$ cat config.mk
export PLATFORM = sky130hd
export DESIGN_NAME = vmicro16_uart_rx
export DESIGN_NICKNAME = d
export VERILOG_FILES = /design/src/rtl/vmicro16_uart_rx.sv
export SDC_FILE = /design/constraint.sdc
export NUM_CORES = 1
export LEC_CHECK = 0
export CORE_MARGIN = 2
export CORE_UTILIZATION = 55
export CTS_CLUSTER_DIAMETER = 120
export DETAILED_ROUTE_END_ITERATION = 12
export GPL_TIMING_DRIVEN = 1
export MAX_ROUTING_LAYER = met4
export PLACE_DENSITY = 0.79
export SLEW_MARGIN = 20
export SYNTH_ARGS = -nofsm -noshare
export SYNTH_HDL_FRONTEND = slang
export SYNTH_SLANG_ARGS = --single-unit
$ cat constraint.sdc
create_clock -name clk -period 3.09 [get_ports clk]
set_clock_uncertainty 0.2 [all_clocks]
set_input_delay 0.309 -clock clk [delete_from_list [all_inputs] [get_ports clk]]
set_output_delay 0.309 -clock clk [all_outputs]
set_load 0.01 [all_outputs]
$ cat src/rtl/vmicro16_uart_rx.sv
// vmicro16_uart_rx: 8N1 UART receiver with a receive FIFO behind an APB slave
module vmicro16_uart_rx #(
   parameter int CLK_HZ     = 50000000,
   parameter int BAUD       = 115200,
   parameter int FIFO_DEPTH = 8
) (
   input  logic        clk,
   input  logic        reset,
   input  logic        rx,
   input  logic [15:0] S_PADDR,
   input  logic        S_PWRITE,
   input  logic        S_PSELx,
   input  logic        S_PENABLE,
   input  logic [15:0] S_PWDATA,
   output logic [15:0] S_PRDATA,
   output logic        S_PREADY,
   output logic        irq
);
   localparam int CPB  = CLK_HZ / BAUD;
   localparam int HALF = (CPB / 2 > 0) ? CPB / 2 : 1;
   localparam int CW   = $clog2(CPB + 1);
   localparam int AW   = $clog2(FIFO_DEPTH);
   typedef enum logic [1:0] {IDLE, START, DATA, STOP} state_t;
   state_t          state_q;
   logic [1:0]      sync_q;
   logic            prev_q;
   logic [CW-1:0]   clk_cnt_q;
   logic [2:0]      bit_cnt_q;
   logic [7:0]      shift_q;
   logic            push_q;
   logic            ferr_set_q;
   logic [7:0]      mem_q [FIFO_DEPTH];
   logic [AW-1:0]   wp_q;
   logic [AW-1:0]   rp_q;
   logic [AW:0]     cnt_q;
   logic [AW:0]     cnt_d;
   logic            overrun_q;
   logic            overrun_d;
   logic            frame_err_q;
   logic            frame_err_d;
   logic            rx_s;
   logic            fall;
   logic            bit_tick;
   logic            acc;
   logic            full;
   logic            not_empty;
   logic            pop;
   logic            push_ok;
   logic            clr;
   logic [4:0]      cnt5;
   logic            unused_ok;
   assign rx_s      = sync_q[1];
   assign fall      = prev_q & ~rx_s;
   assign bit_tick  = clk_cnt_q == CW'(CPB - 1);
   assign acc       = S_PSELx & S_PENABLE;
   assign full      = cnt_q == (AW+1)'(FIFO_DEPTH);
   assign not_empty = cnt_q != '0;
   assign pop       = acc & ~S_PWRITE & (S_PADDR[1:0] == 2'd0) & not_empty;
   assign push_ok   = push_q & (~full | pop);
   assign clr       = acc & S_PWRITE & (S_PADDR[1:0] == 2'd1);
   assign cnt5      = 5'(cnt_q);
   assign S_PREADY  = 1'b1;
   assign irq       = not_empty;
   assign unused_ok = ^{S_PADDR[15:2], S_PWDATA[15:8], S_PWDATA[5:0], cnt5[4]};
   // two-flop synchronizer plus a delayed copy for falling-edge detection
   always_ff @(posedge clk or negedge reset)
      if (!reset) begin
         sync_q <= 2'b11;
         prev_q <= 1'b1;
      end else begin
         sync_q <= {sync_q[0], rx};
         prev_q <= sync_q[1];
      end
   // receive FSM: mid-bit sampling, emits one-cycle push or framing-error pulses
   always_ff @(posedge clk or negedge reset)
      if (!reset) begin
         state_q    <= IDLE;
         clk_cnt_q  <= '0;
         bit_cnt_q  <= '0;
         shift_q    <= '0;
         push_q     <= 1'b0;
         ferr_set_q <= 1'b0;
      end else begin
         push_q     <= 1'b0;
         ferr_set_q <= 1'b0;
         case (state_q)
            IDLE:
               if (fall) begin
                  state_q   <= START;
                  clk_cnt_q <= '0;
                  bit_cnt_q <= '0;
               end
            START:
               if (clk_cnt_q == CW'(HALF - 1)) begin
                  state_q   <= rx_s ? IDLE : DATA;
                  clk_cnt_q <= '0;
               end else clk_cnt_q <= clk_cnt_q + CW'(1);
            DATA:
               if (bit_tick) begin
                  shift_q   <= {rx_s, shift_q[7:1]};
                  bit_cnt_q <= bit_cnt_q + 3'd1;
                  clk_cnt_q <= '0;
                  if (bit_cnt_q == 3'd7) state_q <= STOP;
               end else clk_cnt_q <= clk_cnt_q + CW'(1);
            STOP:
               if (bit_tick) begin
                  state_q    <= IDLE;
                  push_q     <= rx_s;
                  ferr_set_q <= ~rx_s;
                  clk_cnt_q  <= '0;
               end else clk_cnt_q <= clk_cnt_q + CW'(1);
            default: state_q <= IDLE;
         endcase
      end
   // next occupancy and sticky flags; a new error outranks a software clear
   always_comb begin
      cnt_d       = cnt_q + (AW+1)'(push_ok) - (AW+1)'(pop);
      overrun_d   = (push_q & full & ~pop) | (overrun_q & ~(clr & S_PWDATA[7]));
      frame_err_d = ferr_set_q | (frame_err_q & ~(clr & S_PWDATA[6]));
   end
   // FIFO pointers, occupancy and sticky error flags
   always_ff @(posedge clk or negedge reset)
      if (!reset) begin
         wp_q        <= '0;
         rp_q        <= '0;
         cnt_q       <= '0;
         overrun_q   <= 1'b0;
         frame_err_q <= 1'b0;
      end else begin
         if (push_ok) wp_q <= wp_q + AW'(1);
         if (pop) rp_q <= rp_q + AW'(1);
         cnt_q       <= cnt_d;
         overrun_q   <= overrun_d;
         frame_err_q <= frame_err_d;
      end
   // FIFO storage, deliberately not reset
   always_ff @(posedge clk)
      if (push_ok) mem_q[wp_q] <= shift_q;
   // APB read mux, driven only while selected
   always_comb
      S_PRDATA = !S_PSELx ? 16'h0000 :
                 S_PADDR[1:0] == 2'd0 ? {8'h00, not_empty ? mem_q[rp_q] : 8'h00} :
                 S_PADDR[1:0] == 2'd1 ? {8'h00, overrun_q, frame_err_q, full, not_empty, cnt5[3:0]} :
                 16'h0000;
endmodule

Word-level counts from Yosys, hierarchy flattened
Memory sizes are Yosys's and may differ from the RTL's. Cells that the tools add are included.

Add/subtract/negate cells: 6. Equal/unequal tests: 13. Multiplexer cells: 24. Bitwise gates (word level): 23. Reductions and logical operators: 8.

Operators with widths (count): $mux 8 (4); $mux 9 (3); $pmux 9 s3 (1); $and 1x1->1 (14); $mux 2 (6); $ne 2x2->1 const B (5); $add 3x1->3 const B (3); $add 9x1->9 const B (1); $eq 9x8->1 const B (1); $eq 9x9->1 const B (1); $pmux 2 s4 (1); $mux 1 (6); $mux 3 (2); $not 1->1 (6); $pmux 3 s2 (1); $reduce_and 5->1 (1); $add 4x1->4 (1); $eq 2x1->1 const B (2); $eq 2x2->1 const B (2); $eq 4x4->1 const B (1); $logic_not 2->1 (2); $reduce_bool 4->1 (1); $sub 4x1->4 (1); $eq 3x3->1 const B (1); other kinds (5) (7).

Register bits: 39. RAM bits: 64. Input port bits: 38. Output and inout port bits: 18. Word-level logic and storage cells: 88. Memories: 1.

Memory list: mem_q (depth 8, bits a word 8, rd ports 1, clocked after memory_dff 0, write ports 1, RTL line 32) `logic [7:0] mem_q [FIFO_DEPTH];`.

Depth between registers and ports, before layout
Depth in word-level cells: 8. Mapped depth: 11. Mapped depth without buffers: 10.

Least setup slack after synthesis
No wires, ideal clock.

Path type: register to register. Start point: reg cnt_q[2]. End point: reg cnt_q[2]. Library setup time: 0.123 ns. Data arrival time: 2.370 ns. Required time: 2.767 ns. Path slack: 0.398 ns. Cell stages (with the launch flop): 12. Buffers on the path: 1. Clock period less this slack: 2.692 ns. Cell sequence: dfrtp_1 inv_1 ha_1 nor3b_1 or4_1 clkbuf_1 or2_1 o21ai_0 ha_1 inv_1 fa_1 xnor2_1.

Longest elaborated chain between the ends: 6. Elaborated cells between the ends (all ways): 8. Those cells by class: add/sub: 2; eq/ne: 1; bitwise: 4; reduce/logical: 1.

Ends and longest elaborated chain: start, declared (RTL line 35) `logic [AW:0] cnt_q;`; start signal, assigned (RTL line 132) `cnt_q <= cnt_d;`; $reduce_bool 4->1 / $eq 4x4->1 (equally long branches) (RTL line 57, 56); $and 1x1->1 / $not 1->1 (equally long branches) (RTL line 58, 59); $or 1x1->1 (RTL line 59) `assign push_ok = push_q & (~full | pop);`; $and 1x1->1 (RTL line 59); $add 4x1->4 (RTL line 117) `cnt_d = cnt_q + (AW+1)'(push_ok) - (AW+1)'(pop);`; $sub 4x1->4 (*) (RTL line 117); named net cnt_d[2] (RTL line 36) `logic [AW:0] cnt_d;`.

The timed path passes the listed nets; every way through them passes the cells marked *. A chain may end at the register's enable or synchronous reset.

Worst setup path after layout
Start point: reg rp_q[1]. End point: out S_PRDATA[4].

Longest elaborated chain between the ends: 4.

Ends and longest elaborated chain: start, declared (RTL line 34) `logic [AW-1:0] rp_q;`; start signal, assigned (RTL line 131) `if (pop) rp_q <= rp_q + AW'(1);`; $mem_v2 8x8; $mux 8 (2 in a row) (RTL line 142) `S_PADDR[1:0] == 2'd0 ? {8'h00, not_empty ? mem_q[rp_q] : 8'h00} :`; $mux 8 (RTL line 141) `S_PRDATA = !S_PSELx ? 16'h0000 :`; end, declared (RTL line 15) `output logic [15:0] S_PRDATA,`.

Every way passes these cells.

==> impl_metrics.csv <==
group,metric,value,unit
floorplan,start_util,0.566,
clocking,setup_fix_bufs_post_cts,0,
synth,yosys.area.top_type,"edfxtp_1",
drt,detail_route.vias_per_cell,5.53,
timing,layout_setup_ws,0.123,ns
drt,top_layer_used,"met4",
floorplan,floorplan.rows,33,
drt,drt-initial-drc-count,106,
synth,synthesis.yosys.warnings,0,
setup_path,r2r-start,"cnt_q[2]",
setup_path,worst_setup_path_start_kind,"flop",
setup_path,worstSetupStartpoint,"rp_q[1]",
setup_path,setup_crit_end_kind,"primary output",
clocking,cts_inserted_buffers,9,
cells_and_area,count_of_nets_after_finishing,401,
job,cap_viol_max_count,0,
synth,synth-main-ff-cell,"edfxtp_1",
synth,postSynthRegisterBits,103,
floorplan,die_h,95.7,microns
drt,drc,0,
synth,synth_top_area_frac,0.416,
drt,m1WireLength,3.33,mm
floorplan,die_area,0.00916,sq mm
synth,synth-xor-area-share,0.0133,
clocking,clkLatencyLatePin,0.36,ns
drt,drt-pass1-iter-count,4,
synth,synthCells,319,
synth,combined_area_of_all_synthesized_cells,0.00462,sq mm
setup_path,worstPathBufferInverterCount,1,
cells_and_area,num-fill-cells,600,
pwr,p_leak,0.00215,uW
global_routing,grt_max_degree,40,
global_routing,wire_length_of_the_first_global_routing_pass,12.3,mm
synth,synth_compound_area_frac,0.0490,
floorplan,die-width,95.7,microns
placement,numPortBuffers,18,
drt,routed_wirelength_normalized_by_instance_count,16.5,microns
clocking,cts_root_buf,"clkbuf_8",
synth,synth-adder-area-share,0.0368,
synth,synth-simple-area-share,0.0971,
global_routing,number_of_antenna_violations_at_the_first_check_in_global_routing,0,
clocking,cts_tree,"done",
placement,gp_weighted_congestion,0.769,
timing,setup_tns,0,ns
placement,dp.final_hpwl,5.45,mm
setup_path,critical_path.slowest_cell,"dfrtp_1",
timing,fmaxAchievable,337,MHz
clocking,path_clk_slew,0.10,ns
cells_and_area,multiInputGateArea,0.00158,sq mm
synth,fraction_of_the_yosys_area_taken_by_sequential_cells,0.627,
synth,synth.avg_cell_area,14.5,sq um
synth,synth_enable_flop_cells,64,
synth,unique_cell_type_count_in_the_yosys_netlist,51,
cells_and_area,register_area,0.00290,sq mm
timing,rsz0062_at_grt,"false",
setup_path,critical_path_class,"flop to primary output",
floorplan,top_level_ports,56,
setup_path,largest_stage_delay_on_the_critical_path,0.66,ns
timing,worst_pin_slew,0.870,ns
timing,final-hold-violation-count,0,
cells_and_area,finish.instance_area,0.00512,sq mm
worst_hold_path,worst_hold_path_type,"primary input to flop",
timing,timing.final.max_slew_violations,0,
placement,pre_cts_ws,0.208,ns
drt,drt.antenna.violating_nets,0,
drt,postRouteWirelength,7.58,mm
global_routing,globalRoute.totalOverflow,0,
cells_and_area,layout-drive-gt1-share,0.183,
status,outcome,"finished clean",
setup_path,crit_fanout,12,
timing,min_period_over_period,0.960,
timing,setup_viol,0,
pwr,pwr_density_cell,597,mW/mm^2
cells_and_area,antenna_cells_inserted,0,
setup_path,critPathRequiredTime,2.58,ns
global_routing,grtUsageTotal,0.189,
setup_path,cells_along_the_critical_path,"mux4_2 -> nor2b_1 -> a211oi_1 -> nor4b_1 -> clkdlybuf4s50_1",
timing,final.min_clock_period,2.97,ns
setup_path,critical_path.top_delay_family,"flip-flops",
synth,leading_cell_types_by_total_area_after_synthesis,"edfxtp_1, dfrtp_1, mux4_2, ha_1, mux2_4",
synth,dominant_combinational_cell_family_by_area_after_synthesis,"multiplexers",
synth,synth_common_cells,"edfxtp_1, dfrtp_1, nand2_1, mux4_2, o21ai_0",
global_routing,via_count_of_the_first_global_routing_pass,2488,
clocking,cts.sink_count,103,
cells_and_area,layout_overhead_on_the_synthesized_area,10.8,%
drt,detailroute.wirelength.met3,281,microns
drt,wl_met2,3.84,mm
clocking,cts_buffer_depth,2,
floorplan,core_area,0.00818,sq mm
placement,placement.cell_area,0.00494,sq mm
placement,placedCellCount,443,
clocking,clock_tree.htree_level_count,3,
synth,synth_most_common_cell,"edfxtp_1",
timing,slew-limit-headroom,0.420,
synth,synth_mux_area_frac,0.136,
drt,vias,2543,
cells_and_area,layout.core_utilization,0.627,
pwr,worst_ir_drop_vdd,0.301,mV
setup_path,cp.arrival,2.46,ns
synth,post_synthesis_async_set_or_reset_flop_share,0.379,
cells_and_area,fin_cells,460,
worst_hold_path,holdCritStartpoint,"rx",
[layout make-up]
type,count,area share
clock buffers,11,0.0256
clock inverters,5,0.00684
inverters,15,0.0110
multi-input cells,188,0.308
flip-flops and latches,103,0.567
well taps,105,0.0256
repair buffers,33,0.0567
[metrics by stage]
stage               hold slack (ns)  total power (uW)
finish                        0.149              3060
global route                  0.140              3220
CTS                           0.126              3080
detailed placement            0.147              2360
global placement              0.147              2330
floorplan                    -0.187              2160
[registers in the layout, summed over array words and instances, names as in the netlist, named ones only]
name,count
frame_err_q,1
state_q,1
shift_q,8
ferr_set_q,1
overrun_q,1
rp_q,3
bit_cnt_q,3
clk_cnt_q,9
mem_q,64
prev_q,1
wp_q,3
push_q,1
sync_q,2
cnt_q,4
[metal layers]
layer / vias up / global-route usage
met2: 48 / 0.302
li1: 1229 / -
met1: 1252 / 0.241
met4: 0 / 0.0714
met5: - / -
met3: 14 / 0.0376
[worst paths after layout]
check                              end  slack (ns)  depth (start not counted)
hold reg to reg              sync_q[1]        0.16                          0
setup reg to reg              cnt_q[1]        0.31                         10
setup / recovery           S_PRDATA[4]        0.12                          5
min in group asynchronous     cnt_q[2]        0.38                          2
hold / removal               sync_q[0]        0.15                          1
max in group asynchronous      rp_q[0]        1.72                          2
[logic make-up after synthesis]
kind of cell | after synthesis
fa+ha+maj | 13
mux | 38
flops | 103
compound gates | 36
buf+inv | 35
xor+xnor | 7
simple gates | 85
other cells | 2
[layout by cell type (no fill, tap or decap), types with 3 or more instances in the layout]
cell type / count
mux4_2: 16
mux2_2: 3
nor2b_1: 6
buf_4: 14
inv_1: 15
nor3_1: 8
o21ai_0: 16
dfrtp_1: 35
o22ai_1: 4
conb_1: 9
nand2_1: 33
clkdlybuf4s50_1: 17
nor2_1: 11
dfstp_2: 3
clkinv_4: 3
ha_1: 12
edfxtp_1: 64
mux2i_1: 10
nand2b_1: 3
mux2_4: 9
nand3_1: 4
clkbuf_8: 9
xnor2_1: 5
[what timing repair did]
action,in CTS,in global routing
setup endpoints to repair,0,3
hold endpoints to repair,36,0
hold buffers,1,0
gates resized for setup,0,2
[report_power, final]
group | internal [uW] | total, uW | switching (uW)
clock network | 293 | 720 | 427
registers | 1530 | 1700 | 166
logic | 316 | 637 | 321
No activity file was read; power rests on OpenSTA's default activity.
